[src/rtl/approx_accum.sv]
// Frame accumulator with exact or lower-bit-OR approximate addition.
// It returns the frame sum, a sticky carry-out flag and a saturating beat count.
module approx_accum #(
    parameter int unsigned BWOP  = 32,
    parameter int unsigned LOWOR = 8,
    parameter int unsigned BWCNT = 16
) (
    input  logic             clk,
    input  logic             rst,
    input  logic             cfg_approx,
    input  logic             in_valid,
    output logic             in_ready,
    input  logic [BWOP-1:0]  in_data,
    input  logic             in_last,
    output logic             out_valid,
    input  logic             out_ready,
    output logic [BWOP-1:0]  out_data,
    output logic             out_ovf,
    output logic [BWCNT-1:0] out_count
);

    typedef enum logic {StAcc, StHold} state_e;

    state_e           state_q, state_d;
    logic             start_q;
    logic [BWOP-1:0]  acc_q;
    logic             ovf_q;
    logic [BWCNT-1:0] cnt_q;
    logic             mode_q;

    logic             accept;
    logic [BWOP-1:0]  acc_base;
    logic             ovf_base;
    logic [BWCNT-1:0] cnt_base;
    logic [BWCNT-1:0] cnt_next;
    logic             mode_eff;
    logic [BWOP-1:0]  exact_sum;
    logic             exact_c;
    logic [BWOP-1:0]  approx_sum;
    logic             approx_c;
    logic [BWOP-1:0]  acc_next;
    logic             carry;

    assign accept = in_valid & in_ready;

    // The first beat of a frame folds into a cleared accumulator and latches the mode.
    assign acc_base = start_q ? '0 : acc_q;
    assign ovf_base = start_q ? 1'b0 : ovf_q;
    assign cnt_base = start_q ? '0 : cnt_q;
    assign mode_eff = start_q ? cfg_approx : mode_q;

    assign cnt_next = (cnt_base == {BWCNT{1'b1}}) ? cnt_base : cnt_base + BWCNT'(1);

    assign {exact_c, exact_sum} = {1'b0, acc_base} + {1'b0, in_data};

    generate
        if (LOWOR == 0) begin : g_no_or
            assign approx_sum = exact_sum;
            assign approx_c   = exact_c;
        end else begin : g_lower_or
            logic [LOWOR-1:0]    lo;
            logic                cin;
            logic [BWOP-LOWOR:0] hi;

            assign lo  = acc_base[LOWOR-1:0] | in_data[LOWOR-1:0];
            assign cin = acc_base[LOWOR-1] & in_data[LOWOR-1];
            assign hi  = {1'b0, acc_base[BWOP-1:LOWOR]} + {1'b0, in_data[BWOP-1:LOWOR]}
                       + {{(BWOP-LOWOR){1'b0}}, cin};
            assign approx_sum = {hi[BWOP-LOWOR-1:0], lo};
            assign approx_c   = hi[BWOP-LOWOR];
        end
    endgenerate

    assign acc_next = mode_eff ? approx_sum : exact_sum;
    assign carry    = mode_eff ? approx_c : exact_c;

    always_comb begin
        state_d   = state_q;
        in_ready  = 1'b0;
        out_valid = 1'b0;
        unique case (state_q)
            StAcc: begin
                in_ready = 1'b1;
                if (in_valid && in_last) begin
                    state_d = StHold;
                end
            end
            StHold: begin
                out_valid = 1'b1;
                if (out_ready) begin
                    state_d = StAcc;
                end
            end
            default: state_d = StAcc;
        endcase
    end

    always_ff @(posedge clk) begin
        if (rst) begin
            state_q <= StAcc;
            start_q <= 1'b1;
            acc_q   <= '0;
            ovf_q   <= 1'b0;
            cnt_q   <= '0;
            mode_q  <= 1'b0;
        end else begin
            state_q <= state_d;
            if (accept) begin
                start_q <= 1'b0;
                acc_q   <= acc_next;
                ovf_q   <= ovf_base | carry;
                cnt_q   <= cnt_next;
                mode_q  <= mode_eff;
            end
            if (out_valid && out_ready) begin
                start_q <= 1'b1;
            end
        end
    end

    assign out_data  = acc_q;
    assign out_ovf   = ovf_q;
    assign out_count = cnt_q;

endmodule

[config.mk]
export PLATFORM = sky130hd
export DESIGN_NAME = approx_accum
export DESIGN_NICKNAME = d
export VERILOG_FILES = /design/src/rtl/approx_accum.sv
export SDC_FILE = /design/constraint.sdc
export NUM_CORES = 1
export LEC_CHECK = 0
export ABC_AREA = 1
export ABC_CLOCK_PERIOD_IN_PS = 2900
export CAP_MARGIN = 20
export CORE_ASPECT_RATIO = 2
export CORE_MARGIN = 3
export CORE_UTILIZATION = 55
export CTS_BUF_LIST = sky130_fd_sc_hd__clkbuf_16
export CTS_CLUSTER_DIAMETER = 60
export CTS_CLUSTER_SIZE = 30
export DETAILED_ROUTE_END_ITERATION = 7
export GPL_ROUTABILITY_DRIVEN = 0
export PLACE_DENSITY = 0.81
export SYNTH_ARGS = -nofsm -noshare
export SYNTH_HDL_FRONTEND = slang
export SYNTH_SLANG_ARGS = --single-unit
[constraint.sdc]
create_clock -name clk -period 2.9 [get_ports clk]
set_input_delay 0.87 -clock clk [delete_from_list [all_inputs] [get_ports clk]]
set_output_delay 0.87 -clock clk [all_outputs]
set_load 0.005 [all_outputs]
# Yosys cells after proc, flatten, opt, wreduce, memory -nomap -nowiden
# Cells that the tools add are included.
# Widths: inputs -> output; s select.
# word_totals
elab_cells	31
in_bits	38
register_bits	52
# classes
add_sub_neg	4
mux	12
n_bitwise	5
n_reduce_logical	3
n_eq_ne	1
# ops
op	n
$mux 32	2
$add 32x32->33	1
$mux 16	2
$add 24x24->25	1
$add 25x1->25	1
$add 16x1->16 const B	1
$eq 16x16->1 const B	1
$or 8x8->8	1
$mux 1	7
$and 1x1->1	2
$logic_and 1x1->1	2
$pmux 1 s2	1
$reduce_or 2->1	1
$not 1->1	1
$or 1x1->1	1

# Logic depth before layout (Yosys ltp)
# Gate-level depths: netlist (run 1).
# logic_depth
ltp_word	5
depth_mapped	19
depth_no_buf	18

# Worst setup path before layout (run 1)
# Ideal clock, no wire load.
# synth_path
path_type	input port to flip-flop
from	in in_data[7]
to	reg acc_q[20] (netlist: out_data[20])
path_stages	10
n_path_buf	0
path_slack_ns	0.239
arrival_ns	2.544
setup_ns	0.117
path_cell_list	ha_1 > fa_1 > fa_1 > inv_1 > o21ai_0 > or2_1 > nand3b_1 > a21oi_1 > nor2_1 > nor2_1
# synth_between
elab_chain_cells	3
word_cells_on_any_way	4
cone_classes	add/sub (2); mux (1); bitwise (1)
# synth_rtl
element	line	rtl
start: declaration	13	input logic [BWOP-1:0] in_data,
$and 1x1->1	66	assign cin = acc_base[LOWOR-1] & in_data[LOWOR-1];
$add 25x1->25	68	+ {{(BWOP-LOWOR){1'b0}}, cin};
$mux 32 (*)	74	assign acc_next = mode_eff ? approx_sum : exact_sum;
end signal: assignment	110	acc_q <= acc_next;
end: declaration	26	logic [BWOP-1:0] acc_q;
# Every way passes the cells marked *; elsewhere a longest branch is shown, timed or not.
# A chain may end at the register's enable or synchronous reset.

# Worst setup path after layout (run 1)
# layout_path
from	in in_data[16]
to	reg acc_q[30] (netlist: out_data[30])
# layout_between
elab_chain_cells	3
word_cells_on_any_way	4
cone_classes	add/sub (3); mux (1)
# layout_rtl
element	line	rtl
$add 24x24->25	67	assign hi = {1'b0, acc_base[BWOP-1:LOWOR]} + {1'b0, in_data[BWOP-1:LOWOR]}
$add 25x1->25	68	
$mux 32 (*)	74	
# Marks and branches as above.

==> run metrics, run 1 <==
CP Launch Type=primary input; layout cells sized above 1=10.9%; Slew Limit Fails=0; Die H=143 um; fin crit period=2.78 ns; Area after DPL=6590 sq um; Distinct cells, synth=45; Max Cap Viol=0; actual slew at the worst max-slew pin=0.584 ns; synthesized cell area=just over 5000 sq um; CTS tree=built; vias in the first global route=6078; Mapped Nets=a little under 1000; CTS Hold Bufs=0; Hold Startpoint=out_count[4]$_SDFFE_PP0P_; # Post-CTS Setup Buffers=0; WP data required=3.10 ns; Synth Register Bits=52; most frequent cells in the layout=255 x nand2_1, 161 x inv_1, 108 x nor2_1, 88 x clkdlybuf4s50_1, 80 x a21oi_1; Routed Antenna Nets=0; detailed placement HPWL=between 10000 and 15000 um; Tot Pwr=2250 uW; CTS root buffer=clkbuf_16; share of total power in sequential cells=35.6%; Clock transition at path regs=around 0.070 ns; P_leak=0.00359 uW; Slew headroom=60.8%; commonest non-fill, non-tap cell in the layout=nand2_1; global-route wire length before repair=27200 um; DR WL/cell=around 15 um; drc violations=0; register area share after synthesis=20.1%; Cells after DPL=1138; Critical R2R Launch=start_q$_SDFFE_PP1P_; clk buf depth=2; CTS sink count=52; setup TNS=0 ns; design area=6820 sq um; Top-Level Pins=89; arrival time at the worst endpoint=a little under 3 ns; cts bufs inserted=5; setup violators final=0; Core Area=approximately 9100 sq um; ANT cells=0; status=complete, no violations; Final Non-Filler Cells=1146; VDD IR max=between 0.0002 and 0.0003 V; drt first pass iters=5; initial antenna violation count=0; crit-path max FO=5; Synthesis Warnings=0; unrepaired setup endpoints after global routing=true; Final period util=95.8%; # rows=49; Clock Latency Late Sink=0.31 ns; Switch Pwr=805 uW; H-tree levels=2; internal power=1450 uW; max frequency=360 MHz; largest net degree at the start of global routing=36; nets@finish=between 1000 and 1500; Critical Path Source=in_data[16]; Setup Skew=between 0.01 and 0.015 ns; Async SR Flop Fraction=0%; die area=10700 sq um; Syn-to-layout area delta=31.5%; Die X=74.7 um; cells after synthesis=just over 900; Vias/cell=5.51; number of port buffers=88; Syn Area/Cell=5.73 sq um; gr usage total=around 33%; Clk pwr share=around 29%; effective utilization at floorplan=57.2%; GRT overflow=0; DR iter-0 viols=363; final hold vios=0; power per standard cell area=330 nW/um^2; vias=approximately 6300; Synth Flop Type=dfxtp_1; Worst setup EP type=flop; hold slack=0.487 ns; Comb power frac=35.7%; worst hold path class=reg -> reg; number of synthesized flops with an enable pin=0; switch share=35.8%; CP Class=in -> reg; total length of routed wires=17100 um
-- logic make-up (layout without fill, tap and decap cells) --
logic type / after synthesis / in the layout / synth area share (%)
AO/OA/AOI/OAI: 146 / 146 / 15.2
AND/OR/NAND/NOR: 461 / 461 / 37.4
flip-flops: 52 / 52 / 20.1
buffers and inverters: 189 / 328 / 14.1
XOR/XNOR: 13 / 13 / 2.19
adder cells (fa/ha/maj): 44 / 44 / 11.0
-- metrics by stage --
stage	util, %	worst slack, ns
detailed placement	72.6	-0.321
floorplan	-	0.239
CTS	74.3	0.0505
finish	75.2	0.123
global route	75.2	-0.0154
global placement	72.6	-0.305
-- worst max-delay path, stage by stage --
cell	delay (ns)
clkdlybuf4s50_1	0.46
ha_1	0.39
nand2_1	0.13
nor2_1	0.16
inv_1	0.07
nor3_1	0.27
nand2_1	0.11
nand3b_1	0.22
nand3_1	0.12
nand3_1	0.08
nand2_1	0.06
inv_1	0.04
-- layout make-up --
class	instances	area, sq um
clock buffers	5	125
clock inverters	3	26.3
flip-flops and latches	52	1040
well taps	102	128
inverters	167	627
fillers	810	2250
multi-input cells	664	3490
repair buffers	153	1380
-- power groups by stage --
stage | clock network, uW | registers (uW) | logic [uW]
2_1_floorplan | 0 | 812 | 423
6_report | 645 | 801 | 805
3_3_place_gp | 0 | 816 | 766
3_5_place_dp | 0 | 817 | 778
4_1_cts | 656 | 800 | 784
5_1_grt | 678 | 806 | 885
-- per-layer routing --
layer	wire length, um	global-route usage [%]	vias to the layer above
met1	5960	30.9	2858
met5	0	0	-
met2	9150	60.8	241
li1	-	-	3110
met3	627	3.64	101
met4	1410	25.8	0
-- synth_stat cells (3+ instances only) --
cell      instances  area (sq um)
nand2_1         259           972
inv_1           161           604
nor2_1          110           413
a21oi_1          84           420
nand3_1          53           265
dfxtp_1          52          1040
ha_1             41           513
o21ai_0          41           205
clkbuf_1         14          52.6
nand4_1           9          56.3
xor2_1            8          70.1
nor3_1            6          30.0
o211ai_1          6          45.0
inv_2             5          18.8
nor2_4            5          56.3
xnor2_1           5          43.8
buf_2             4          20.0
fa_1              3          60.1
nand2_2           3          18.8
nand3b_1          3          22.5
o21bai_1          3          22.5
-- registers in the layout (all words and copies together) (netlist names) --
name       flops
start_q        1
mode_q         1
out_count     16
state_q        1
out_data      32
out_ovf        1
-- repair_timing --
| action | 4_1_cts | 5_1_grt |
|---|---|---|
| pin swaps | 0 | 1 |
| gates resized for setup | 1 | 21 |
| setup endpoints to repair | 3 | 20 |
-- worst paths after layout --
kind,cells past startpoint,to,slack [ns]
setup / recovery,12,out_data[30]$_SDFFE_PP0P_,0.12
hold / removal,2,out_count[4]$_SDFFE_PP0P_,0.49
setup reg to reg,13,out_data[30]$_SDFFE_PP0P_,0.36
hold reg to reg,2,out_count[4]$_SDFFE_PP0P_,0.49
No activity file was read; power rests on OpenSTA's default activity.
==> run 2, diff against run 1 <==
RECOVER_POWER = 100   (was not set)
==> run 2 against run 1 <==
Against the previous run: worst setup slack got worse by 0.00074 ns; wire length decreased by 0.26%; clock-buffer cell count unchanged; combinational power decreased by 2%; maximum frequency about the same; sequential share of layout area about the same; hold slack got worse by 0.0036 ns; via count decreased by 0.30%; first-iteration DRC count increased by 9.4%; non-clock buffer count unchanged; global-route usage unchanged; clock power about the same; critical path type unchanged.
==> run metrics, run 2 (synthesis gave the netlist of run 1 again) <==
status=complete, no violations; CP Class=in -> reg; hold slack=0.483 ns (-0.00357 ns); Vias/cell=5.49 (-0.30%); Routed Antenna Nets=0 (unchanged); Clock transition at path regs=0.07 ns (about the same); Worst setup EP type=flop; gr usage total=32.9% (unchanged); FF-to-FF setup slack=0.37 ns (about the same); DR iter-0 viols=397 (+9.4%); global routing's busiest layer=met2; met3 usage=3.64% (unchanged); Max Cap Viol=0 (unchanged); max FFs per register=32 (unchanged); global-route wire length before repair=27200 um (unchanged); Switch Pwr=803 uW (-0.28%); M2 GR Usage=60.8% (unchanged); arrival time at the worst endpoint=3.03 ns (+0.05 ns); # rows=49 (unchanged); Top-Level Pins=89 (unchanged); power per standard cell area=327 nW/um^2 (-0.81%); unrepaired setup endpoints after global routing=true; Largest stage delay, worst path=0.43 ns (-0.03 ns); total length of routed wires=17100 um (-0.26%); setup TNS=0 ns (unchanged); cts bufs inserted=5 (unchanged); drc violations=0 (unchanged); Setup WS pre-CTS=-0.321 ns (unchanged); CTS tree=built; crit-path max FO=2 (-3); switch share=36.0% (+0.20 points); Die X=74.7 um (unchanged); layout cells sized above 1=10.9% (unchanged); number of port buffers=88 (unchanged); Slew headroom=50.5% (-10 points); die area=10700 sq um (unchanged); drt first pass iters=6 (+1); worst hold path class=reg -> reg; Clock Latency Late Sink=0.31 ns (about the same); CTS sink count=52 (unchanged); CTS Hold Bufs=0 (unchanged); most frequent cells in the layout=255 x nand2_1, 161 x inv_1, 108 x nor2_1, 80 x a21oi_1, 63 x buf_4; max frequency=360 MHz (about the same); internal power=1430 uW (-1.2%); final hold vios=0 (unchanged); fin crit period=2.78 ns (+0.000745 ns); Die H=143 um (unchanged); Slew Limit Fails=0 (unchanged); vias=6291 (-0.30%); Clk pwr share=28.9% (+0.2 points); # Post-CTS Setup Buffers=0 (unchanged); H-tree levels=2 (unchanged); share of total power in sequential cells=35.8% (+0.2 points); actual slew at the worst max-slew pin=0.742 ns (+0.158 ns); Setup Skew=0.0122 ns (-0.000411 ns); clk buf depth=2 (unchanged); crit-path cells=clkdlybuf4s50_1, ha_2, fa_2, fa_2, inv_1, o21ai_1, nand2_1, nand3_1, nand2_1, a21oi_1, o21ai_0, nand2_1, inv_1; setup ws final=0.122 ns (-0.000745 ns); setup violators final=0 (unchanged); P_leak=0.00371 uW (+3.4%); effective utilization at floorplan=57.2% (unchanged); nets@finish=1125 (unchanged); critical path's slowest cell=clkdlybuf4s50_1; VDD IR max=0.000300 V (+0.32%); ANT cells=0 (unchanged); Core Area=9070 sq um (unchanged); Final period util=95.8% (about the same); initial antenna violation count=0 (unchanged); DR WL/cell=14.9 um (-0.26%); commonest non-fill, non-tap cell in the layout=nand2_1; GRT overflow=0 (unchanged); vias in the first global route=6078 (unchanged); Comb power frac=35.3% (-0.4 points); detailed placement HPWL=13600 um (unchanged); Syn-to-layout area delta=31.5% (about the same); CTS root buffer=clkbuf_16; largest net degree at the start of global routing=36 (unchanged); WP data required=3.15 ns (+0.05 ns); CP most frequent cell=nand2_1; met1 Usage GRT=30.9% (unchanged); CP Launch Type=primary input
[run 2: cell type report]
class / count / area (sq um)
Fill cell: 811 / 2250
Tap cell: 102 / 128
Timing Repair Buffer: 153 / 1380
Clock inverter: 3 / 26.3
Inverter: 167 / 627
Multi-Input combinational cell: 664 / 3490
Clock buffer: 5 / 125
Sequential cell: 52 / 1040
[run 2: what timing repair did]
item                                   in CTS  in global routing
setup endpoints to repair                   3                 20
endpoints found under the hold margin       0                  0
pin swaps                                   0                  1
gates resized for setup                     1                 21
[run 2: routing by layer]
| metal | routed length [um] | vias up |
|---|---|---|
| met5 | 0 | - |
| li1 | - | 3117 |
| met4 | 1400 | 0 |
| met2 | 9160 | 238 |
| met1 | 5920 | 2834 |
| met3 | 626 | 102 |
[run 2: through the flow]
step | cells | util (%) | instance area, sq um | total power (uW)
2_1_floorplan | 905 | - | 5190 | 1240
3_3_place_gp | 1138 | 72.6 | 6590 | 1580
3_5_place_dp | 1138 | 72.6 | 6590 | 1590
4_1_cts | 1146 | 74.3 | 6740 | 2240
5_1_grt | 1146 | 75.2 | 6820 | 2350
6_report | 1146 | 75.2 | 6820 | 2230
[run 2: power by group through the flow]
stage                     combinational [uW]  clock, uW  sequential (uW)
after floorplan                          423          0              812
after global placement                   766          0              816
after detailed placement                 778          0              817
after CTS                                784        656              800
after global routing                     868        678              804
final                                    788        645              800
[run 2: worst max-delay path: cells and delay by family]
family	cells	cell delay, ns
and+or+nand+nor	4	0.40
buffers and inverters	3	0.56
adders and majority gates	3	0.92
AOI/OAI and AO/OA	3	0.27
[run 2: final timing paths]
path                                to  depth (start not counted)                      start
min reg2reg  out_count[4]$_SDFFE_PP0P_                          2  out_count[4]$_SDFFE_PP0P_
min          out_count[4]$_SDFFE_PP0P_                          2  out_count[4]$_SDFFE_PP0P_
max          out_data[16]$_SDFFE_PP0P_                         13                 in_data[7]
max reg2reg  out_data[30]$_SDFFE_PP0P_                         13       start_q$_SDFFE_PP1P_
